**src/rtl/spi_pkg.sv**
```systemverilog
// Shared SPI definitions: controller state encoding and default word/slave counts.
// Used by spi_master_core, miso_tri_bus and top_spi_master.
package spi_pkg;
    localparam int SPI_NBITS  = 8;
    localparam int SPI_NSLAVE = 4;

    typedef enum logic [1:0] {
        IDLE,
        CPHA_DELAY,
        P0,
        P1
    } state_t;
endpackage

```
**src/rtl/spi_master_core.sv**
```systemverilog
// SPI serial engine: phase timing, mosi shift-out and miso shift-in; SPI_LSB_FIRST_EN enables lsb_first.
// done pulses 2*NBITS*(dvsr+1) clk edges after the accepting edge (+dvsr+1 with cpha); start ignored while busy.
module spi_master_core
    import spi_pkg::*;
#(
    parameter int NBITS = SPI_NBITS
) (
    input  logic             clk,
    input  logic             reset,
    input  logic             start,
    input  logic [NBITS-1:0] tx_data,
    input  logic [15:0]      dvsr,
    input  logic             cpol,
    input  logic             cpha,
    input  logic             lsb_first,
    input  logic             miso,
    output logic [NBITS-1:0] rx_data,
    output logic             ready,
    output logic             spi_done_tick,
    output logic             sclk,
    output logic             mosi
);
    localparam int BW = $clog2(NBITS + 1);
    localparam logic [BW-1:0] LAST_BIT = BW'(NBITS - 1);

    state_t           state;
    logic [15:0]      cnt;
    logic [15:0]      dvsr_r;
    logic [BW-1:0]    bit_cnt;
    logic [NBITS-1:0] tx_sh;
    logic             cpol_r;
    logic             cpha_r;
    logic             lsb_r;
    logic             lsb_sel;
    logic             phase_end;

`ifdef SPI_LSB_FIRST_EN
    assign lsb_sel = lsb_first;
`else
    logic unused_lsb;
    assign unused_lsb = lsb_first;
    assign lsb_sel    = 1'b0;
`endif

    assign phase_end = (cnt == dvsr_r);
    assign mosi      = lsb_r ? tx_sh[0] : tx_sh[NBITS-1];
    // Idle level tracks the live cpol so the line is already parked before start.
    assign sclk      = (state == IDLE) ? cpol : ((state == P1) ^ cpha_r ^ cpol_r);

    always_ff @(posedge clk or posedge reset) begin
        if (reset) begin
            state         <= IDLE;
            cnt           <= '0;
            dvsr_r        <= '0;
            bit_cnt       <= '0;
            tx_sh         <= '0;
            rx_data       <= '0;
            cpol_r        <= 1'b0;
            cpha_r        <= 1'b0;
            lsb_r         <= 1'b0;
            ready         <= 1'b1;
            spi_done_tick <= 1'b0;
        end else begin
            spi_done_tick <= 1'b0;
            case (state)
                IDLE: begin
                    if (start) begin
                        tx_sh   <= tx_data;
                        dvsr_r  <= dvsr;
                        cpol_r  <= cpol;
                        cpha_r  <= cpha;
                        lsb_r   <= lsb_sel;
                        cnt     <= '0;
                        bit_cnt <= '0;
                        ready   <= 1'b0;
                        state   <= cpha ? CPHA_DELAY : P0;
                    end
                end
                CPHA_DELAY: begin
                    if (phase_end) begin
                        cnt   <= '0;
                        state <= P0;
                    end else begin
                        cnt <= cnt + 16'd1;
                    end
                end
                P0: begin
                    if (phase_end) begin
                        cnt     <= '0;
                        state   <= P1;
                        rx_data <= lsb_r ? ((rx_data >> 1) | (NBITS'(miso) << (NBITS - 1)))
                                         : ((rx_data << 1) | NBITS'(miso));
                    end else begin
                        cnt <= cnt + 16'd1;
                    end
                end
                P1: begin
                    if (phase_end) begin
                        cnt <= '0;
                        if (bit_cnt == LAST_BIT) begin
                            state         <= IDLE;
                            ready         <= 1'b1;
                            spi_done_tick <= 1'b1;
                        end else begin
                            bit_cnt <= bit_cnt + 1'b1;
                            tx_sh   <= lsb_r ? (tx_sh >> 1) : (tx_sh << 1);
                            state   <= P0;
                        end
                    end else begin
                        cnt <= cnt + 16'd1;
                    end
                end
                default: state <= IDLE;
            endcase
        end
    end
endmodule

```
**src/rtl/top_spi_master.sv**
```systemverilog
// SPI master with active-low one-hot slave select; bit order option gated by SPI_LSB_FIRST_EN.
// done 2*NBITS*(dvsr+1) edges after accept (+dvsr+1 with cpha); start ignored while ready=0.
module top_spi_master
    import spi_pkg::*;
#(
    parameter int NBITS  = SPI_NBITS,
    parameter int NSLAVE = SPI_NSLAVE
) (
    input  logic                      clk,
    input  logic                      reset,
    input  logic                      start,
    input  logic [NBITS-1:0]          tx_data,
    input  logic [15:0]               dvsr,
    input  logic                      cpol,
    input  logic                      cpha,
    input  logic                      lsb_first,
    input  logic [$clog2(NSLAVE)-1:0] cs_num,
    input  logic                      miso,
    output logic [NBITS-1:0]          rx_data,
    output logic                      ready,
    output logic                      spi_done_tick,
    output logic                      sclk,
    output logic                      mosi,
    output logic [NSLAVE-1:0]         cs_decode
);
    logic [$clog2(NSLAVE)-1:0] cs_r;

    spi_master_core #(
        .NBITS(NBITS)
    ) u_core (
        .clk          (clk),
        .reset        (reset),
        .start        (start),
        .tx_data      (tx_data),
        .dvsr         (dvsr),
        .cpol         (cpol),
        .cpha         (cpha),
        .lsb_first    (lsb_first),
        .miso         (miso),
        .rx_data      (rx_data),
        .ready        (ready),
        .spi_done_tick(spi_done_tick),
        .sclk         (sclk),
        .mosi         (mosi)
    );

    always_ff @(posedge clk or posedge reset) begin
        if (reset) begin
            cs_r <= '0;
        end else if (start && ready) begin
            cs_r <= cs_num;
        end
    end

    // ready is low exactly while a transfer owns the bus, so it gates the select.
    assign cs_decode = ready ? '1 : ~(NSLAVE'(1) << cs_r);
endmodule

```
**config.mk**
```make
export PLATFORM = sky130hd
export DESIGN_NAME = top_spi_master
export DESIGN_NICKNAME = d
export VERILOG_FILES = /design/src/rtl/spi_pkg.sv /design/src/rtl/spi_master_core.sv /design/src/rtl/top_spi_master.sv
export SDC_FILE = /design/constraint.sdc
export NUM_CORES = 1
export LEC_CHECK = 0
export ABC_AREA = 1
export BUFFER_PORTS_ARGS = -buffer_cell sky130_fd_sc_hd__buf_4
export CAP_MARGIN = 20
export CORE_ASPECT_RATIO = 0.9
export CORE_MARGIN = 8
export CORE_UTILIZATION = 50
export DETAILED_ROUTE_END_ITERATION = 8
export PLACE_DENSITY = 0.74
export SYNTH_ARGS = -nofsm -noshare
export SYNTH_HDL_FRONTEND = slang
export SYNTH_SLANG_ARGS = --single-unit
```
**constraint.sdc**
```tcl
create_clock -name clk -period 2 [get_ports clk]
set_input_delay 0.4 -clock clk [delete_from_list [all_inputs] [get_ports clk]]
set_output_delay 0.4 -clock clk [all_outputs]
set_load 0.03 [all_outputs]
```
# [Word level (Yosys, flattened, before mapping)]
# Cells that the tools add are included.
[classes] shifts=1 reduce_logical=9 bitwise_logic=4 n_addsub=2 n_mux=27 eq_ne=11
[ops] op="$mux W16" n=2
[ops] op="$pmux W16 S2" n=1
[ops] op="$mux W8" n=3
[ops] op="$add A16 B1 Y16 const B" n=1
[ops] op="$eq A16 B16 Y1" n=1
[ops] op="$mux W4" n=4
[ops] op="$pmux W8 S2" n=1
[ops] op="$mux W2" n=6
[ops] op="$reduce_and A4 Y1" n=3
[ops] op="$or A8 B1 Y8" n=1
[ops] op="$pmux W2 S4" n=1
[ops] op="$pmux W4 S2" n=1
[ops] op="$mux W1" n=7
[ops] op="$ne A2 B1 Y1 const B" n=3
[ops] op="$ne A2 B2 Y1 const B" n=3
[ops] op="$add A4 B1 Y4 const B" n=1
[ops] op="$eq A2 B2 Y1 const B" n=2
[ops] op="$eq A4 B3 Y1 const B" n=1
[ops] op="$not A4 Y4" n=1
[ops] op="$reduce_and A2 Y1" n=2
[ops] op="$shl A1 B2 Y4 const A" n=1
[ops] op="$reduce_or A3 Y1" n=1
[ops] op="$eq A2 B1 Y1 const B" n=1
[ops] op="$logic_not A2 Y1" n=1
[ops] op="4 further kinds" n=5
[word_totals] in_bits=33 register_bits=60 output_inout_bits=16 word_cells=65

# [Depth between registers and ports, before layout]
# Gate-level depths: netlist of the first run.
[logic_depth] ltp_word=4 mapped_depth=12 mapped_depth_nobuf=11

# [Modules after synthesis]
# A second synthesis of the first run with hierarchy kept.
[unflattened] hier_cells=415 hier_area_um2=3185.6
[modules_own_cells] module="spi_master_core" area_each_um2=3071.7 cells_per_inst=398 n_inst=1 seq_area_each_um2=1452.6
[modules_own_cells] module="top_spi_master" area_each_um2=113.9 cells_per_inst=17 n_inst=1 seq_area_each_um2=50.0

# [Worst setup path before layout of the first run]
# Ideal clock, no wire load.
[synth_timing] kind="reg-to-output" start="reg u_core.state[0]" end="out sclk" arrival_time_ns=1.318 path_stages_with_launch=4 required_ns=1.600 path_buffers=1 path_slack_ns=0.282 cell_sequence="dfrtp_1 -> nand2_1 -> clkbuf_1 -> o211ai_1"
[synth_via] elab_chain_len=4 elab_cells_between_ends=5 cone_classes="eq/ne: 1; mux: 1; bitwise: 2; reduce/logical: 1"
[synth_lines] item="start, declared" line="spi_master_core.sv:26" rtl="state_t state;"
[synth_lines] item="start signal, assigned" line="spi_master_core.sv:76" rtl="state <= cpha ? CPHA_DELAY : P0;"
[synth_lines] item="$eq A2 B2 Y1" line="spi_master_core.sv:48" rtl="assign sclk = (state == IDLE) ? cpol : ((state == P1) ^ cpha_r ^ cpol_r);"
[synth_lines] item="$xor A1 B1 Y1 (2 in series)" line="spi_master_core.sv:48"
[synth_lines] item="$mux W1 *" line="spi_master_core.sv:48"
[synth_lines] item="end, declared" line="top_spi_master.sv:22" rtl="output logic sclk,"
# Every way passes the cells marked *; elsewhere a longest branch is shown, timed or not.

# [Final worst setup path of the first run]
# Ends and elaborated chain as after synthesis.

==> impl_metrics.py, run 1 <==
metrics = {
    "run": {
        "cap_violations": 0,
    },
    "finish": {
        "fillCellCount": 544,
        "drive_gt1_frac": 0.203,
        "nNetsFinal": 502,
        "syn_to_final_growth_pct": 21.3,
        "n_antenna_cell": 0,
    },
    "worst_setup_path": {
        "cp-end-kind": "output port",
        "required_ns": 1.60,
        "critPathKind": "register to output port",
        "worstSetupStartpointType": "register",
        "worstPathMaxFanout": 6,
        "cp_data_arrival_time_ns": 1.49,
    },
    "cts": {
        "cts_buffers": 9,
        "clockBufferDepth": 2,
        "clk_pin_slew_worst_paths_ns": 0.07,
        "clk_latency_ns": 0.33,
        "clkSinkCount": 60,
        "tritoncts": "done",
        "htreeDepth": 3,
        "root_buffer": "clkbuf_8",
    },
    "detailed_routing": {
        "drt_iter0_drc": 120,
        "via_count": 2720,
        "wirelength_microns": 6680,
        "drc": 0,
        "ant_nets": 0,
        "drt-wirelength-per-cell_microns": 12.3,
        "firstDrtPassIters": 4,
        "viasPerCell": 5.00,
    },
    "floorplan": {
        "io_pins": 49,
        "die_area_sq_um": 8970,
        "die_h_microns": 90.6,
        "core_area_sq_um": 6050,
        "start_util": 0.512,
        "die_w_microns": 98.9,
        "std_cell_rows": 27,
    },
    "outcome": {
        "outcome": "finished, final reports clean",
    },
    "sta": {
        "grt_setup_unrepaired": "false",
        "skew_ns": 0.00895,
        "slew_headroom": 0.637,
        "fmax_ghz": 0.529,
        "hold_viol_final": 0,
        "holdWs_ns": 0.113,
        "tightest_slew_ns": 0.543,
        "drv_slew": 0,
        "period_share": 0.946,
        "finalSetupTns_ns": 0,
        "finalSetupViolations": 0,
        "period_minus_slack_ns": 1.89,
    },
    "placed_design": {
        "io_buffer_count": 47,
        "dpl.hpwl_microns": 4710,
        "gp_congestion": 0.800,
    },
    "global_route": {
        "grt_max_degree": 61,
        "grt_usage": 0.154,
        "grt_pass1_vias": 2501,
        "grt_antenna_before_repair": 0,
        "grt-ovfl-total": 0,
        "grt_pass1_wl_microns": 11400,
    },
    "logic_synthesis": {
        "yosysSeqAreaShare": 0.486,
        "yosys_warnings": 0,
        "synth_area_per_cell_sq_um": 7.47,
        "synth_cells": 414,
        "synth.distinct_cells": 29,
        "synth_seq_cells": 60,
        "synth_area_sq_um": 3090,
        "synth_nets": 449,
    },
    "hold_path": {
        "hold_path.class": "input port to asynchronous set/reset pin",
    },
    "power_and_ir_drop": {
        "vdd_drop_max_mv": 0.419,
        "power.leakage_nw": 1.95,
        "power_density_nw_per_um2": 669,
    },
}
## stage by stage
step	total power, W	cell area (sq um)	util	setup WS [ns]	cells
finish	0.00251	3750	0.621	0.108	544
CTS	0.00253	3750	0.621	0.0873	544
floorplan	0.00127	3090	-	0.117	414
global placement	0.00133	3530	0.584	0.400	528
detailed placement	0.00133	3530	0.584	0.328	528
global route	0.00260	3750	0.621	0.0132	544
## power by group
part,internal (W),switching (W),leakage (nW)
logic,0.0000462,0.0000418,1.12
clock network,0.000730,0.000472,0.113
registers,0.00122,0.00000330,0.718
total,0.00199,0.000517,1.95
## placed cells by master, fill, tap and decap left out, types with 2 or more instances in the layout
cell / Yosys / layout
inv_2: 14 / 15
o21ai_1: 4 / 4
nor2_2: 3 / 4
clkinv_2: 0 / 3
nor3_1: 2 / 2
o22ai_1: 13 / 13
nand4_1: 2 / 2
a21oi_1: 4 / 4
nand2_2: 4 / 4
o21ai_0: 25 / 25
dfrtp_1: 59 / 59
inv_1: 32 / 31
xor2_1: 12 / 12
buf_4: 2 / 52
nor2_1: 27 / 26
nand3_1: 26 / 26
clkbuf_8: 0 / 10
ha_1: 2 / 2
bufinv_16: 0 / 2
nand2_1: 166 / 166
## flip-flops by register name (all words and copies together) (netlist names)
name                  cells
u_core.tx_sh              8
cs_r                      2
u_core.bit_cnt            4
u_core.ready              1
u_core.rx_data            8
u_core.cpol_r             1
u_core.cpha_r             1
u_core.dvsr_r            16
u_core.spi_done_tick      1
u_core.state              2
u_core.cnt               16
## synthesized netlist by cell type, drive strengths merged
cell type  count  area share
xnor2          1      0.0028
nand2        170        0.21
a21oi          5      0.0093
nor3b          1      0.0024
dfrtp         59        0.48
o21ai         29       0.047
inv           46       0.056
nor2          31       0.042
o211ai         1      0.0024
nand3         26       0.042
xor2          12       0.034
nor3           3      0.0065
or2            1      0.0020
buf            8       0.016
nand4          2      0.0040
dfstp          1      0.0085
clkbuf         3      0.0036
o22ai         13       0.026
ha             2      0.0081
## kinds of logic (layout without fill, tap and decap cells)
logic type,after synthesis,count (layout),synth area share
AOI/OAI and AO/OA,48,48,0.0849
buffers and inverters,57,115,0.0756
DFF,60,60,0.486
xor gates and xnor gates,13,13,0.0368
and+or+nand+nor,234,234,0.309
adders and majority gates,2,2,0.00809
## worst paths after layout
kind / start / end / slack, ns / depth (start not counted)
max in group asynchronous: reset / u_core.ready / 1.59 / 3
min in group clk: miso / u_core.rx_data[0] / 0.27 / 3
max: u_core.state[0] / sclk / 0.11 / 5
max reg2reg: u_core.cnt[11] / u_core.rx_data[7] / 0.32 / 11
min: reset / u_core.rx_data[4] / 0.11 / 3
min reg2reg: u_core.tx_sh[7] / u_core.tx_sh[7] / 0.47 / 2
## layout make-up
cell class              instances  area (sq um)  share of cell area
clock buffers                  11           141              0.0377
clock inverters                 5          75.1              0.0200
inverters                      46           173              0.0460
multi-input cells             297          1360               0.362
flip-flops and latches         60          1500               0.400
well taps                      72          90.1              0.0240
repair buffers                 53           410               0.109
## timing repair
item,CTS,global route
hold buffers,0,0
resized for setup,1,0
setup buffers,0,0
endpoints found under the setup margin,1,0
## worst max-delay path: stages, from the launching register on
cell and delay, ns:
dfrtp_1 0.43, nor2_2 0.17, inv_1 0.15, nand3_1 0.11, o211ai_1 0.11, buf_4 0.19
## per-layer routing
| layer | global-route usage | vias up | share of wire |
|---|---|---|---|
| li1 | - | 1407 | - |
| met1 | 0.198 | 1248 | 0.49 |
| met2 | 0.241 | 59 | 0.46 |
| met3 | 0.0401 | 6 | 0.044 |
| met4 | 0.0600 | 0 | 0.0097 |
| met5 | 0 | - | 0 |
Power figures use the tool's default switching activity.
==> run 2: changes to the inputs <==
clock period = 2.24 ns   (was 2 ns; I/O delays follow)
==> run 2 against run 1 <==
Effect of this change: cell count is 0.18% lower; power down 11%; sequential share of layout area is 0.054 points higher; combinational power down 11%; register-to-register slack better by 0.08 ns; die area stayed put; non-clock buffer count fell by 1; cell area fell by 0.13%; hold slack better by 0.035 ns; worst setup slack gained 0.091 ns; critical path type unchanged; critical endpoint unchanged; largest power group unchanged; highest routed layer unchanged.
==> impl_metrics.py, run 2 (synthesis gave the netlist of run 1 again) <==
metrics = {
    "detailed_routing": {
        "drt-wirelength-per-cell_microns": 12.4,
        "firstDrtPassIters": 4,
        "drt_iter0_drc": 121,
        "ant_nets": 0,
        "viasPerCell": 4.92,
        "via_count": 2670,
        "drc": 0,
        "wirelength_microns": 6750,
    },
    "global_route": {
        "grt_pass1_vias": 2677,
        "grt_pass1_wl_microns": 11600,
        "grt_antenna_before_repair": 0,
        "grt_max_degree": 38,
        "grt_usage": 0.158,
        "grt-ovfl-total": 0,
    },
    "floorplan": {
        "die_area_sq_um": 8970,
        "std_cell_rows": 27,
        "die_w_microns": 98.9,
        "io_pins": 49,
        "core_area_sq_um": 6050,
        "start_util": 0.512,
        "die_h_microns": 90.6,
    },
    "worst_setup_path": {
        "required_ns": 1.79,
        "cp_data_arrival_time_ns": 1.59,
        "cp-end-kind": "output port",
        "critPathKind": "register to output port",
        "crit_end": "sclk",
        "r2r_cells": 11,
        "r2r-start": "u_core.cnt[2]",
        "r2r_setup_slack_ns": 0.40,
        "worstSetupStartpointType": "register",
        "reg2reg_to": "u_core.state[0]",
        "worstPathMaxFanout": 6,
        "cp-startpoint": "u_core.state[1]",
    },
    "run": {
        "cap_violations": 0,
    },
    "placed_design": {
        "io_buffer_count": 47,
        "gp_congestion": 0.792,
        "dpl.hpwl_microns": 4830,
        "post-place-ws_ns": 0.446,
        "place_inst": 527,
    },
    "cts": {
        "cts_buffers": 9,
        "tritoncts": "done",
        "ctsResizeCount": 0,
        "root_buffer": "clkbuf_8",
        "clockBufferDepth": 2,
        "clk_pin_slew_worst_paths_ns": 0.07,
        "clk_latency_ns": 0.34,
        "clkSinkCount": 60,
        "post-cts-setup-buffers": 0,
        "htreeDepth": 3,
        "hold_buffers": 0,
    },
    "finish": {
        "final_cell_mix": "nand2_1, dfrtp_1, buf_4",
        "nNetsFinal": 501,
        "drive_gt1_frac": 0.202,
        "syn_to_final_growth_pct": 21.1,
        "top_regs": "u_core.cnt (16), u_core.dvsr_r (16)",
        "layout_commonest_cell": "nand2_1",
        "final_cells": 543,
        "n_antenna_cell": 0,
    },
    "sta": {
        "drv_slew": 0,
        "tightest_slew_ns": 0.553,
        "finalSetupTns_ns": 0,
        "period_minus_slack_ns": 2.04,
        "skew_ns": 0.0109,
        "setup_ws_ns": 0.199,
        "grt_setup_unrepaired": "false",
        "period_share": 0.911,
        "hold_viol_final": 0,
        "fmax_ghz": 0.490,
        "slew_headroom": 0.631,
        "finalSetupViolations": 0,
    },
    "power_and_ir_drop": {
        "power.leakage_nw": 1.94,
        "vdd_drop_max_mv": 0.343,
        "power_density_nw_per_um2": 595,
    },
    "outcome": {
        "outcome": "finished, final reports clean",
    },
    "hold_path": {
        "hold_path.class": "input port to asynchronous set/reset pin",
    },
}
-- run 2: changes by cell type in the layout (fill, tap and decap cells not counted), sizes merged --
cell	before	now
buf	53	52
bufinv	2	1
clkbuf	11	13
clkinv	3	1
clkinvlp	0	1
-- run 2: final cells by class --
class	count	area, sq um
inverters	46	173
clock buffers	13	179
multi-input cells	297	1360
flip-flops and latches	60	1500
repair buffers	52	403
fillers	556	2300
clock inverters	3	42.5
well taps	72	90.1
-- run 2: routing by layer --
metal | share of wire | GRT usage | up-vias
li1 | - | - | 1404
met1 | 0.48 | 0.190 | 1205
met2 | 0.45 | 0.256 | 55
met3 | 0.055 | 0.0632 | 6
met4 | 0.0080 | 0.0421 | 0
met5 | 0 | 0 | -
-- run 2: how the worst min path moves through the flow --
stage                       to  slack [ns]  depth (start not counted)
6_report         u_core.cnt[1]        0.15                          2
4_1_cts          u_core.cnt[1]        0.15                          2
3_3_place_gp   u_core.tx_sh[3]        0.46                          2
5_1_grt                cs_r[0]        0.17                          2
3_5_place_dp   u_core.tx_sh[5]        0.46                          2
2_1_floorplan  u_core.tx_sh[0]        0.44                          2
-- run 2: power by group --
group | switching, W | total, W | internal [W]
Clock | 0.000426 | 0.00106 | 0.000634
Combinational | 0.0000372 | 0.0000782 | 0.0000410
Sequential | 0.00000310 | 0.00109 | 0.00109
Total | 0.000466 | 0.00223 | 0.00176
-- run 2: critical path: stages (launching register included) --
cell,delay [ns]
dfrtp_1,0.42
nor2_1,0.25
inv_1,0.19
nand3_1,0.12
o211ai_1,0.10
buf_4,0.19
-- run 2: through the flow --
step	area [sq um]	power [W]	utilization	hold slack, ns
finish	3750	0.00223	0.620	0.148
global placement	3530	0.00119	0.583	0.457
floorplan	3090	0.00113	-	0.442
global route	3750	0.00231	0.620	0.171
detailed placement	3530	0.00119	0.583	0.459
CTS	3750	0.00225	0.620	0.155
==> run 3: changes to the inputs <==
==> constraint.sdc (replaced) <==
create_clock -name clk -period 2.24 [get_ports clk]
set_input_delay 0.224 -clock clk [delete_from_list [all_inputs] [get_ports clk]]
set_output_delay 0.224 -clock clk [all_outputs]
set_load 0.03 [all_outputs]
==> run 3 against run 2 <==
Effect of this change: highest routed layer unchanged; global-route usage fell by 0.12 points; largest power group unchanged; non-clock buffer count up 1; critical path depth unchanged; cell count up 0.18%; critical path type unchanged.
==> impl_metrics.py, run 3 (synthesis gave the netlist of run 1 again) <==
metrics = {
    "worst_setup_path": {
        "r2r-start": "u_core.cnt[11]",
        "cp_slowest_cell": "dfrtp_1",
        "cp-end-kind": "output port",
        "worstSetupStartpointType": "register",
        "crit_family": "flip-flops",
        "required_ns": 2.02,
        "cp-startpoint": "u_core.state[0]",
        "cp_data_arrival_time_ns": 1.62,
        "crit_chain": "nor2_1 > inv_1 > nand3_1 > o211ai_1 > buf_4",
        "critPathKind": "register to output port",
        "worstPathMaxFanout": 6,
        "slowest_delay_ns": 0.41,
        "worst-path-buf-inv": 2,
    },
    "cts": {
        "tritoncts": "done",
        "root_buffer": "clkbuf_8",
        "clk_pin_slew_worst_paths_ns": 0.07,
        "htreeDepth": 3,
        "cts_buffers": 9,
        "clk_latency_ns": 0.33,
        "clockBufferDepth": 2,
        "clkSinkCount": 60,
    },
    "hold_path": {
        "hp-start": "cpol",
        "hold_path.class": "input port to register",
    },
    "sta": {
        "period_minus_slack_ns": 1.85,
        "slew_headroom": 0.667,
        "finalSetupViolations": 0,
        "drv_slew": 0,
        "finalSetupTns_ns": 0,
        "grt_setup_unrepaired": "false",
        "hold_viol_final": 0,
        "fmax_ghz": 0.541,
        "skew_ns": 0.0116,
        "period_share": 0.825,
        "tightest_slew_ns": 0.499,
    },
    "detailed_routing": {
        "wirelength_microns": 6590,
        "ant_nets": 0,
        "drc": 0,
        "firstDrtPassIters": 4,
        "via_count": 2685,
        "drt-wirelength-per-cell_microns": 12.1,
        "viasPerCell": 4.94,
        "drt_iter0_drc": 128,
    },
    "global_route": {
        "grt_pass1_vias": 2602,
        "grt-ovfl-total": 0,
        "grt_pass1_wl_microns": 11700,
        "grt_max_degree": 61,
        "grt_antenna_before_repair": 0,
        "grt_usage": 0.157,
    },
    "placed_design": {
        "io_buffer_count": 47,
        "placed_area_sq_um": 3530,
        "dpl.hpwl_microns": 4570,
        "place_inst": 527,
        "gp_congestion": 0.812,
    },
    "finish": {
        "syn_to_final_growth_pct": 20.1,
        "nNetsFinal": 502,
        "layout_commonest_cell": "nand2_1",
        "final_cells": 544,
        "top_regs": "u_core.cnt (16), u_core.dvsr_r (16)",
        "drive_gt1_frac": 0.193,
        "final_cell_area_sq_um": 3710,
        "fin_util": 0.614,
        "final_cell_mix": "nand2_1, dfrtp_1, buf_4",
        "n_antenna_cell": 0,
        "fillCellCount": 559,
    },
    "run": {
        "cap_violations": 0,
    },
    "floorplan": {
        "die_w_microns": 98.9,
        "core_area_sq_um": 6050,
        "die_area_sq_um": 8970,
        "start_util": 0.512,
        "io_pins": 49,
        "std_cell_rows": 27,
        "die_h_microns": 90.6,
    },
    "outcome": {
        "outcome": "finished, final reports clean",
    },
    "power_and_ir_drop": {
        "vdd_drop_max_mv": 0.284,
        "power.leakage_nw": 1.92,
        "power_density_nw_per_um2": 561,
    },
}
-- run 3: changes by cell type in the layout (fill, tap and decap cells not counted) --
cell | previous run | this run
dlygate4sd3_1 | 0 | 1
clkinvlp_4 | 1 | 0
clkbuf_1 | 0 | 4
clkinv_2 | 1 | 2
clkbuf_8 | 13 | 9
-- run 3: through the flow --
stage | hold slack [ns] | worst slack, ns | power [W]
after floorplan | 0.334 | 0.533 | 0.00113
after global placement | 0.319 | 0.468 | 0.00119
after detailed placement | 0.320 | 0.415 | 0.00119
after CTS | 0.0842 | 0.408 | 0.00210
after global routing | 0.0838 | 0.200 | 0.00216
final | 0.0948 | 0.392 | 0.00208
-- run 3: worst register-to-register path: stages, from the launching register on --
cell     delay [ns]
dfrtp_1        0.45
inv_2          0.07
nand2_1        0.06
nand2_1        0.04
nor2_1         0.09
nand2_1        0.10
nor2_2         0.12
nand2_2        0.22
nand2_2        0.35
nand2_1        0.09
nand2_1        0.07
nand2_1        0.05
-- run 3: path summary, 6_finish.rpt --
kind / endpoint / slack [ns] / cells after the start
max: sclk / 0.39 / 5
max in group asynchronous: u_core.ready / 1.43 / 4
min: u_core.cpol_r / 0.09 / 3
min in group asynchronous: u_core.rx_data[4] / 0.50 / 4
max reg2reg: u_core.state[0] / 0.42 / 11
min reg2reg: u_core.tx_sh[3] / 0.48 / 2
-- run 3: report_power, final --
group	internal (W)	switching [W]
clock network	0.000512	0.000400
registers	0.00109	0.00000324
logic	0.0000423	0.0000380
-- run 3: layout make-up --
class / count / area [sq um] / area share
Clock buffer: 13 / 139 / 0.0374
Timing Repair Buffer: 53 / 413 / 0.111
Clock inverter: 3 / 40.0 / 0.0108
Tap cell: 72 / 90.1 / 0.0243
Inverter: 46 / 173 / 0.0465
Multi-Input combinational cell: 297 / 1360 / 0.365
Sequential cell: 60 / 1500 / 0.405
-- run 3: repair_timing --
item                      4_1_cts  5_1_grt
hold endpoints to repair       59        0
resized for setup               0        0
buffers inserted                0        0
hold buffers                    1        0
-- run 3: per-layer routing --
metal,vias to the layer above,track usage,part of all wire
li1,1405,-,-
met1,1225,0.209,0.51
met2,48,0.238,0.44
met3,7,0.0378,0.042
met4,0,0.0639,0.011
met5,-,0,0
